$ cat src/rtl/f3m_mult_ds_if.sv
// Operand/result bundle for the GF(3^M) multiplier.
// start/a/b go in; busy/done/c come back.
interface f3m_mult_ds_if #(
  parameter int M = 97
);
  logic           start;
  logic [2*M-1:0] a;
  logic [2*M-1:0] b;
  logic           busy;
  logic           done;
  logic [2*M-1:0] c;

  modport master (
    output start, a, b,
    input  busy, done, c
  );

  modport slave (
    input  start, a, b,
    output busy, done, c
  );
endinterface

$ cat src/rtl/f3m_mult_ds.sv
// Digit-serial GF(3^M) multiplier mod x^M + x^K + 2, D B-coeffs/cycle.
// Ports: clk, reset (async high), bus (start/a/b in, busy/done/c out).
module f3m_mult_ds #(
  parameter int M = 97,
  parameter int K = 12,
  parameter int D = 1
) (
  input  logic       clk,
  input  logic       reset,
  f3m_mult_ds_if.slave bus
);
  localparam int W  = 2 * M;
  localparam int L  = (M + D - 1) / D;
  localparam int P  = L * D;
  localparam int CW = $clog2(L + 1);

  typedef enum logic {IDLE, RUN} state_t;

  state_t         st, st_n;
  logic [W-1:0]   areg, a_n;
  logic [W-1:0]   acc, acc_n;
  logic [W-1:0]   creg, c_n;
  logic [2*P-1:0] breg, breg_n;
  logic [CW-1:0]  cnt, cnt_n;
  logic           done_q, done_n;
  logic [W-1:0]   v;

  function automatic logic [1:0] add3(
    input logic [1:0] x,
    input logic [1:0] y
  );
    logic [2:0] s;
    s = {1'b0, x} + {1'b0, y};
    return (s >= 3'd3) ? 2'(s - 3'd3) : s[1:0];
  endfunction

  // Code 11 is not a field value; fold it to zero on entry.
  function automatic logic [W-1:0] legal(
    input logic [W-1:0] x
  );
    logic [W-1:0] r;
    r = x;
    for (int i = 0; i < M; i++)
      if (x[2*i +: 2] == 2'b11)
        r[2*i +: 2] = 2'b00;
    return r;
  endfunction

  // acc*x mod f, then + t*A. The dropped top coefficient
  // folds back as 2*top at x^K and 1*top at x^0.
  function automatic logic [W-1:0] step(
    input logic [W-1:0] acc_i,
    input logic [W-1:0] a_i,
    input logic [1:0]   t
  );
    logic [W-1:0] r;
    logic [1:0]   top;
    logic [1:0]   ai;
    logic [1:0]   ta;
    top = acc_i[W-1 -: 2];
    r   = {acc_i[W-3:0], 2'b00};
    r[2*K +: 2] = add3(r[2*K +: 2], add3(top, top));
    r[1:0]      = add3(r[1:0], top);
    for (int i = 0; i < M; i++) begin
      ai = a_i[2*i +: 2];
      ta = 2'b00;
      if (t == 2'd1)
        ta = ai;
      else if (t == 2'd2)
        ta = add3(ai, ai);
      r[2*i +: 2] = add3(r[2*i +: 2], ta);
    end
    return r;
  endfunction

  always_ff @(posedge clk or posedge reset) begin
    if (reset) begin
      st     <= IDLE;
      areg   <= '0;
      breg   <= '0;
      acc    <= '0;
      creg   <= '0;
      cnt    <= '0;
      done_q <= 1'b0;
    end else begin
      st     <= st_n;
      areg   <= a_n;
      breg   <= breg_n;
      acc    <= acc_n;
      creg   <= c_n;
      cnt    <= cnt_n;
      done_q <= done_n;
    end
  end

  always_comb begin
    st_n   = st;
    a_n    = areg;
    breg_n = breg;
    acc_n  = acc;
    c_n    = creg;
    cnt_n  = cnt;
    done_n = 1'b0;
    v      = acc;
    unique case (st)
      IDLE: begin
        if (bus.start) begin
          st_n   = RUN;
          a_n    = legal(bus.a);
          // Zero left-padding up to L*D coefficients.
          breg_n = '0;
          breg_n[W-1:0] = legal(bus.b);
          acc_n  = '0;
          cnt_n  = CW'(L);
        end
      end
      RUN: begin
        for (int j = 0; j < D; j++)
          v = step(v, areg, breg[2*(P-1-j) +: 2]);
        acc_n  = v;
        breg_n = breg << (2 * D);
        if (cnt == CW'(1)) begin
          c_n    = v;
          done_n = 1'b1;
          st_n   = IDLE;
          cnt_n  = '0;
        end else begin
          cnt_n  = cnt - CW'(1);
        end
      end
    endcase
  end

  assign bus.busy = (st == RUN);
  assign bus.done = done_q;
  assign bus.c    = creg;
endmodule
$ cat src/flat_wrapper.sv
// flat-port wrapper written by rule: the top's interface ports become plain ports
module f3m_mult_ds_flat 
#(
  parameter int M = 97,
  parameter int K = 12,
  parameter int D = 1
)
  (clk, reset, bus_start, bus_a, bus_b, bus_busy, bus_done, bus_c);
  f3m_mult_ds_if #(.M(M)) bus_i ();
  input  logic clk;
  input  logic reset;
  input wire logic [$bits(bus_i.start)-1:0] bus_start;
  input wire logic [$bits(bus_i.a)-1:0] bus_a;
  input wire logic [$bits(bus_i.b)-1:0] bus_b;
  output wire logic [$bits(bus_i.busy)-1:0] bus_busy;
  output wire logic [$bits(bus_i.done)-1:0] bus_done;
  output wire logic [$bits(bus_i.c)-1:0] bus_c;
  assign bus_i.start = bus_start;
  assign bus_i.a = bus_a;
  assign bus_i.b = bus_b;
  assign bus_busy = bus_i.busy;
  assign bus_done = bus_i.done;
  assign bus_c = bus_i.c;
  f3m_mult_ds #(.M(M), .K(K), .D(D)) u_core (.clk(clk), .reset(reset), .bus(bus_i));
endmodule
$ cat config.mk
export PLATFORM = sky130hd
export DESIGN_NAME = f3m_mult_ds_flat
export DESIGN_NICKNAME = d
export VERILOG_FILES = /design/src/rtl/f3m_mult_ds_if.sv /design/src/rtl/f3m_mult_ds.sv /design/src/flat_wrapper.sv
export SDC_FILE = /design/constraint.sdc
export NUM_CORES = 2
export LEC_CHECK = 0
export ABC_AREA = 1
export BUFFER_PORTS_ARGS = -buffer_cell sky130_fd_sc_hd__buf_4
export CORE_UTILIZATION = 45
export CTS_CLUSTER_SIZE = 28
export DETAILED_ROUTE_END_ITERATION = 8
export HOLD_SLACK_MARGIN = 0.05
export PLACE_DENSITY = 0.76
export SYNTH_ARGS = -nofsm -noshare
export SYNTH_HDL_FRONTEND = slang
export SYNTH_SLANG_ARGS = --single-unit
$ cat constraint.sdc
create_clock -name clk -period 32.7 [get_ports clk]
set_input_delay 6.54 -clock clk [delete_from_list [all_inputs] [get_ports clk]]
set_output_delay 6.54 -clock clk [all_outputs]
set_load 0.05 [all_outputs]
After elaboration in Yosys (flattened, before gate mapping)
Cells that the tools add are included.
{"block": "totals", "register_bits": 785, "wordCells": 1493, "inputBits": 391}
{"block": "classes", "n_reduce_logical": 2, "n_addsub": 394, "magnitude_cmp": 197, "muxes": 694, "n_eq_ne": 198, "n_bitwise": 1}
{"cell": "$mux 2", "count": 682}
{"cell": "$pmux 194 s2", "count": 2}
{"cell": "$add 2x2->3", "count": 196}
{"cell": "$ge 3x2->1 const B", "count": 196}
{"cell": "$sub 2x2->2 const B", "count": 197}
{"cell": "$eq 2x2->1 const B", "count": 195}
{"cell": "$mux 194", "count": 2}
{"cell": "$mux 7", "count": 2}
{"cell": "$pmux 7 s2", "count": 1}
{"cell": "$eq 7x1->1 const B", "count": 1}
{"cell": "$sub 7x1->7 const B", "count": 1}
{"cell": "$mux 1", "count": 4}
{"cell": "$reduce_and 2->1", "count": 2}
{"cell": "$eq 2x1->1 const B", "count": 1}
{"cell": "$ge 2x2->1 const B", "count": 1}
{"cell": "$ne 2x2->1 const B", "count": 1}
{"cell": "$pmux 1 s2", "count": 1}
{"cell": "$not 1->1", "count": 1}

Longest topological paths before layout
{"block": "depth", "ltp_word": 10, "depth_mapped": 17, "ltp_nobuf": 17}

Least setup slack after synthesis
No wires, ideal clock.
{"block": "synth_timing", "kind": "input-to-reg", "startpoint": "input bus_start", "endpoint": "register u_core.breg[101]", "path_stages": 5, "setup_ps": 66, "arrival_time_ps": 7346, "path_buffers": 2, "setup_slack_ps": 25288, "cell_sequence": "nor2_1 buf_2 clkbuf_1 a22oi_1 nand2_1"}
{"block": "synth_via", "elab_chain_len": 1}
{"element": "start, declared", "line_no": "flat_wrapper.sv:12", "rtl": "input wire logic [$bits(bus_i.start)-1:0] bus_start;"}
{"element": "$ne 2x2->1 (no source line)"}
{"element": "end signal, assigned", "line_no": "f3m_mult_ds.sv:88", "rtl": "breg <= breg_n;"}
{"element": "end, declared", "line_no": "f3m_mult_ds.sv:23", "rtl": "logic [2*P-1:0] breg, breg_n;"}
Every way passes these cells.
A chain may end at the register's enable or synchronous reset.

==> results.md <==
* Status: finished, final reports clean
* Die Ht at 305 um
* Synth warn at 0
* Total number of vias at approximately 36,000
* Finished Layout Cells at between 6,000 and 7,000
* Routed len/inst at roughly 19 um
* Final worst path period need at slightly below 10 ns
* Reg2reg end: u_core.bus.c[105]$_DFFE_PP0P_
* 1st-pass router iterations at 8
* Die area at between 90,000 and 100,000 um^2
* Post-CTS Setup Bufs at 0
* Initial antenna violation count at 17
* Top layer used by detailed routing: met5
* Post-Synth Simple-Gate Area at 18.2%
* Num rows at 110
* Cells after Synth at between 4,000 and 5,000
* Critical path, cell by cell: buf_4 -> inv_8 -> buf_12 -> buf_4 -> buf_4 -> buf_4
* Adder-Cell Fraction of Synth Area at 10.7%
* Mapped Nets at about 5,500
* DRC Markers at 0
* Worst-margin pin slew at 1.25 ns
* CP max FO at 145
* Final HPWL DP at between 80,000 and 90,000 um
* Largest family of logic cells by synthesized area: simple AND/OR/NAND/NOR gates
* Layout area overhead at 20.0%
* Clock skew at 0.0249 ns
* Max-slew headroom at between 10% and 20%
* Multiplexer area fraction after synthesis at 0%
* Reg2Reg Setup Slack at ~29 ns
* Largest delay contributor family on the critical path: buffers and inverters
* CP Capture Type: async pin
* Number of global-route vias before repair at roughly 36,000
* Die width at around 310 um
* Via density at 5.45
* Final hold violations at 0
* Fillers at ~8,000
* Sequential-to-total area share from yosys stat at between 40% and 50%
* Largest net degree at the start of global routing at about 170
* Final setup violation count at 0
* Finished Cell Area at roughly 50,000 um^2
* Layout Utilization at 54.8%
* Wl on met1 at about 50,000 um
* Cts bufs inserted at 88
* Classification of the worst setup path: in -> async
* Yosys cell types at 25
* CP Launch Point: reset
* PortBufs at between 500 and 600
* CTS tree: built
* WP depth at 6
* Period utilisation layout at 29.6%
* CP Capture Point: u_core.breg[170]$_DFFE_PP0P_
* Max rail drop VDD at about 0.057 mV
* First-pass GRT wire length at between 150,000 and 200,000 um
* Htree depth at 3
* Worst endpoint required time at around 33 ns
* CP most frequent cell: buf_4
* CTS Hold Bufs at 0
* Resized Gates After CTS at 0
* Slowest cell delay on critical path at just under 0.8 ns
* Post-Synth XOR/XNOR Area at less than 1%
* Drt initial violations at around 3,000
* Placed cell count at around 6,300
* Syn Std Cell Area at about 41,000 um^2
* Ports at approximately 590
* Final setup TNS at 0 ns
* Post-DP Area at about 46,000 um^2
* Pins Over Slew Limit at 0
* WL final at ~120,000 um
* Initial Util at roughly 46%
* CP Launch Type: input pin
* Mean Syn Cell Area at around 8.6 um^2
* Register bit count reported by yosys at about 800
* Max frequency at ~100 MHz
* Worst hold path class: reg -> reg
* Worst r2r path cells at 12
* Pre-CTS setup slack at approximately 22 ns
* Clk_lat worst skew at roughly 0.65 ns
* Core box area at between 90,000 and 100,000 um^2
* Root cell of the clock tree: clkbuf_16
* Post-synthesis compound-gate area fraction at between 10 and 15%
* Fin nets at 5,942
* Metal3 WL at roughly 9500 um
* Worst-path cell with the longest stage delay: buf_4
* Critical Path AT at 10.35 ns
* Sink Count at around 800
* Clock slew at reported path FFs at around 0.060 ns
* Multi-input logic area at approximately 18,000 um^2
* Worst setup margin at approximately 23 ns
* RSZ-0062 raised after global routing: no
* RR Startpoint: u_core.breg[193]$_DFFE_PP0P_
* CTS max path bufs at 3
* Power Dens Cells at 109 nW/um^2
* Overflow after GRT at 0
* Max_cap viols at 0
* ANT nets after route at 0
* GP Congestion at between 0.8 and 0.9
* Buf+Inv Stages, Crit Path at 6
* Total track usage at 26.6%
* Routed wl met2 at between 50,000 and 60,000 um
* Share of layout cells above drive strength 1 at roughly 15%
* Storage cell area at 19,600 um^2
* Leak at ~0.026 uW
[cell usage after synthesis]
cell type	number	area share, %
inv_1	695	6.3
or2_2	1	0.015
inv_2	1	0.0091
o21ai_0	292	3.5
buf_1	11	0.10
nand3b_1	49	0.89
nand2_2	1	0.015
fa_1	98	4.7
o22ai_1	195	3.0
nand2_1	1381	13
dfrtp_1	785	48
nor2_1	59	0.54
nor2_2	1	0.015
xnor2_1	1	0.021
a22oi_1	240	4.4
nand3_1	345	4.2
xor2_1	1	0.021
ha_1	198	6.0
o21ai_1	8	0.097
clkbuf_1	93	0.84
nand4_1	1	0.015
buf_4	16	0.29
buf_2	116	1.4
nor3_2	1	0.024
o31ai_1	194	3.5
[layout make-up]
cell class	count	area share [%]
sequential	785	39.6
multi-input combinational	3066	36.3
timing repair buffer	618	9.43
inverter	696	5.30
clock buffer	129	5.28
tap	1176	2.97
clock inverter	34	1.01
antenna	12	0.0606
[how the worst min path moves through the flow]
stage | startpoint | cells after the start | slack [ns] | to
after floorplan | u_core.acc[23]$_DFFE_PP0P_ | 2 | 0.45 | u_core.acc[23]$_DFFE_PP0P_
after global placement | u_core.bus.c[29]$_DFFE_PP0P_ | 2 | 0.46 | u_core.bus.c[29]$_DFFE_PP0P_
after detailed placement | u_core.bus.c[193]$_DFFE_PP0P_ | 2 | 0.47 | u_core.bus.c[193]$_DFFE_PP0P_
after CTS | u_core.areg[41]$_DFFE_PP0P_ | 2 | 0.48 | u_core.areg[41]$_DFFE_PP0P_
after global routing | u_core.areg[87]$_DFFE_PP0P_ | 2 | 0.49 | u_core.areg[87]$_DFFE_PP0P_
final | u_core.bus.c[93]$_DFFE_PP0P_ | 2 | 0.48 | u_core.bus.c[93]$_DFFE_PP0P_
[power by group]
group / switching [uW] / total (uW) / internal (uW)
Clock: 417 / 1070 / 650
Sequential: 255 / 1640 / 1380
Combinational: 1770 / 2720 / 942
Total: 2450 / 5420 / 2970
[stage by stage]
| stage | total power (uW) | hold WS, ns |
|---|---|---|
| after CTS | 5450 | 0.483 |
| after detailed placement | 4350 | 0.467 |
| final | 5420 | 0.479 |
| after floorplan | 3560 | 0.449 |
| after global routing | 5900 | 0.495 |
| after global placement | 4190 | 0.464 |
[metal layers]
layer / vias up / global-route usage (%)
li1: 16785 / -
met2: 1289 / 44.4
met5: - / 0
met1: 17177 / 33.5
met3: 260 / 5.36
met4: 6 / 11.6
[flip-flops by register name, summed over array words and instances, names as in the netlist]
signal	flops
u_core.cnt	7
u_core.bus.c	194
u_core.acc	194
u_core.areg	194
u_core.bus.done	1
u_core.bus.busy	1
u_core.breg	194
[cells by family (layout without fill, tap and decap cells)]
group	count (synthesis)	count (layout)
buffers and inverters	932	1477
AOI/OAI and AO/OA	929	929
and+or+nand+nor	1839	1839
DFF	785	785
other	0	12
xor gates and xnor gates	2	2
adders and majority gates	296	296
[placed cells by master, fill, tap and decap left out, drive strengths merged, types with 7 or more instances in the layout]
| master | n |
|---|---|
| a22oi | 240 |
| buf | 618 |
| bufinv | 12 |
| clkbuf | 129 |
| clkinv | 13 |
| clkinvlp | 7 |
| dfrtp | 785 |
| diode | 12 |
| fa | 98 |
| ha | 198 |
| inv | 698 |
| nand2 | 1382 |
| nand3 | 345 |
| nand3b | 49 |
| nor2 | 60 |
| o21ai | 300 |
| o22ai | 195 |
| o31ai | 194 |
[worst min-delay path: stages (launching register included)]
cell and delay, ns:
dfrtp_1 0.34, nand2_1 0.05, nand2_1 0.05
(Power assumes the default switching activity.)
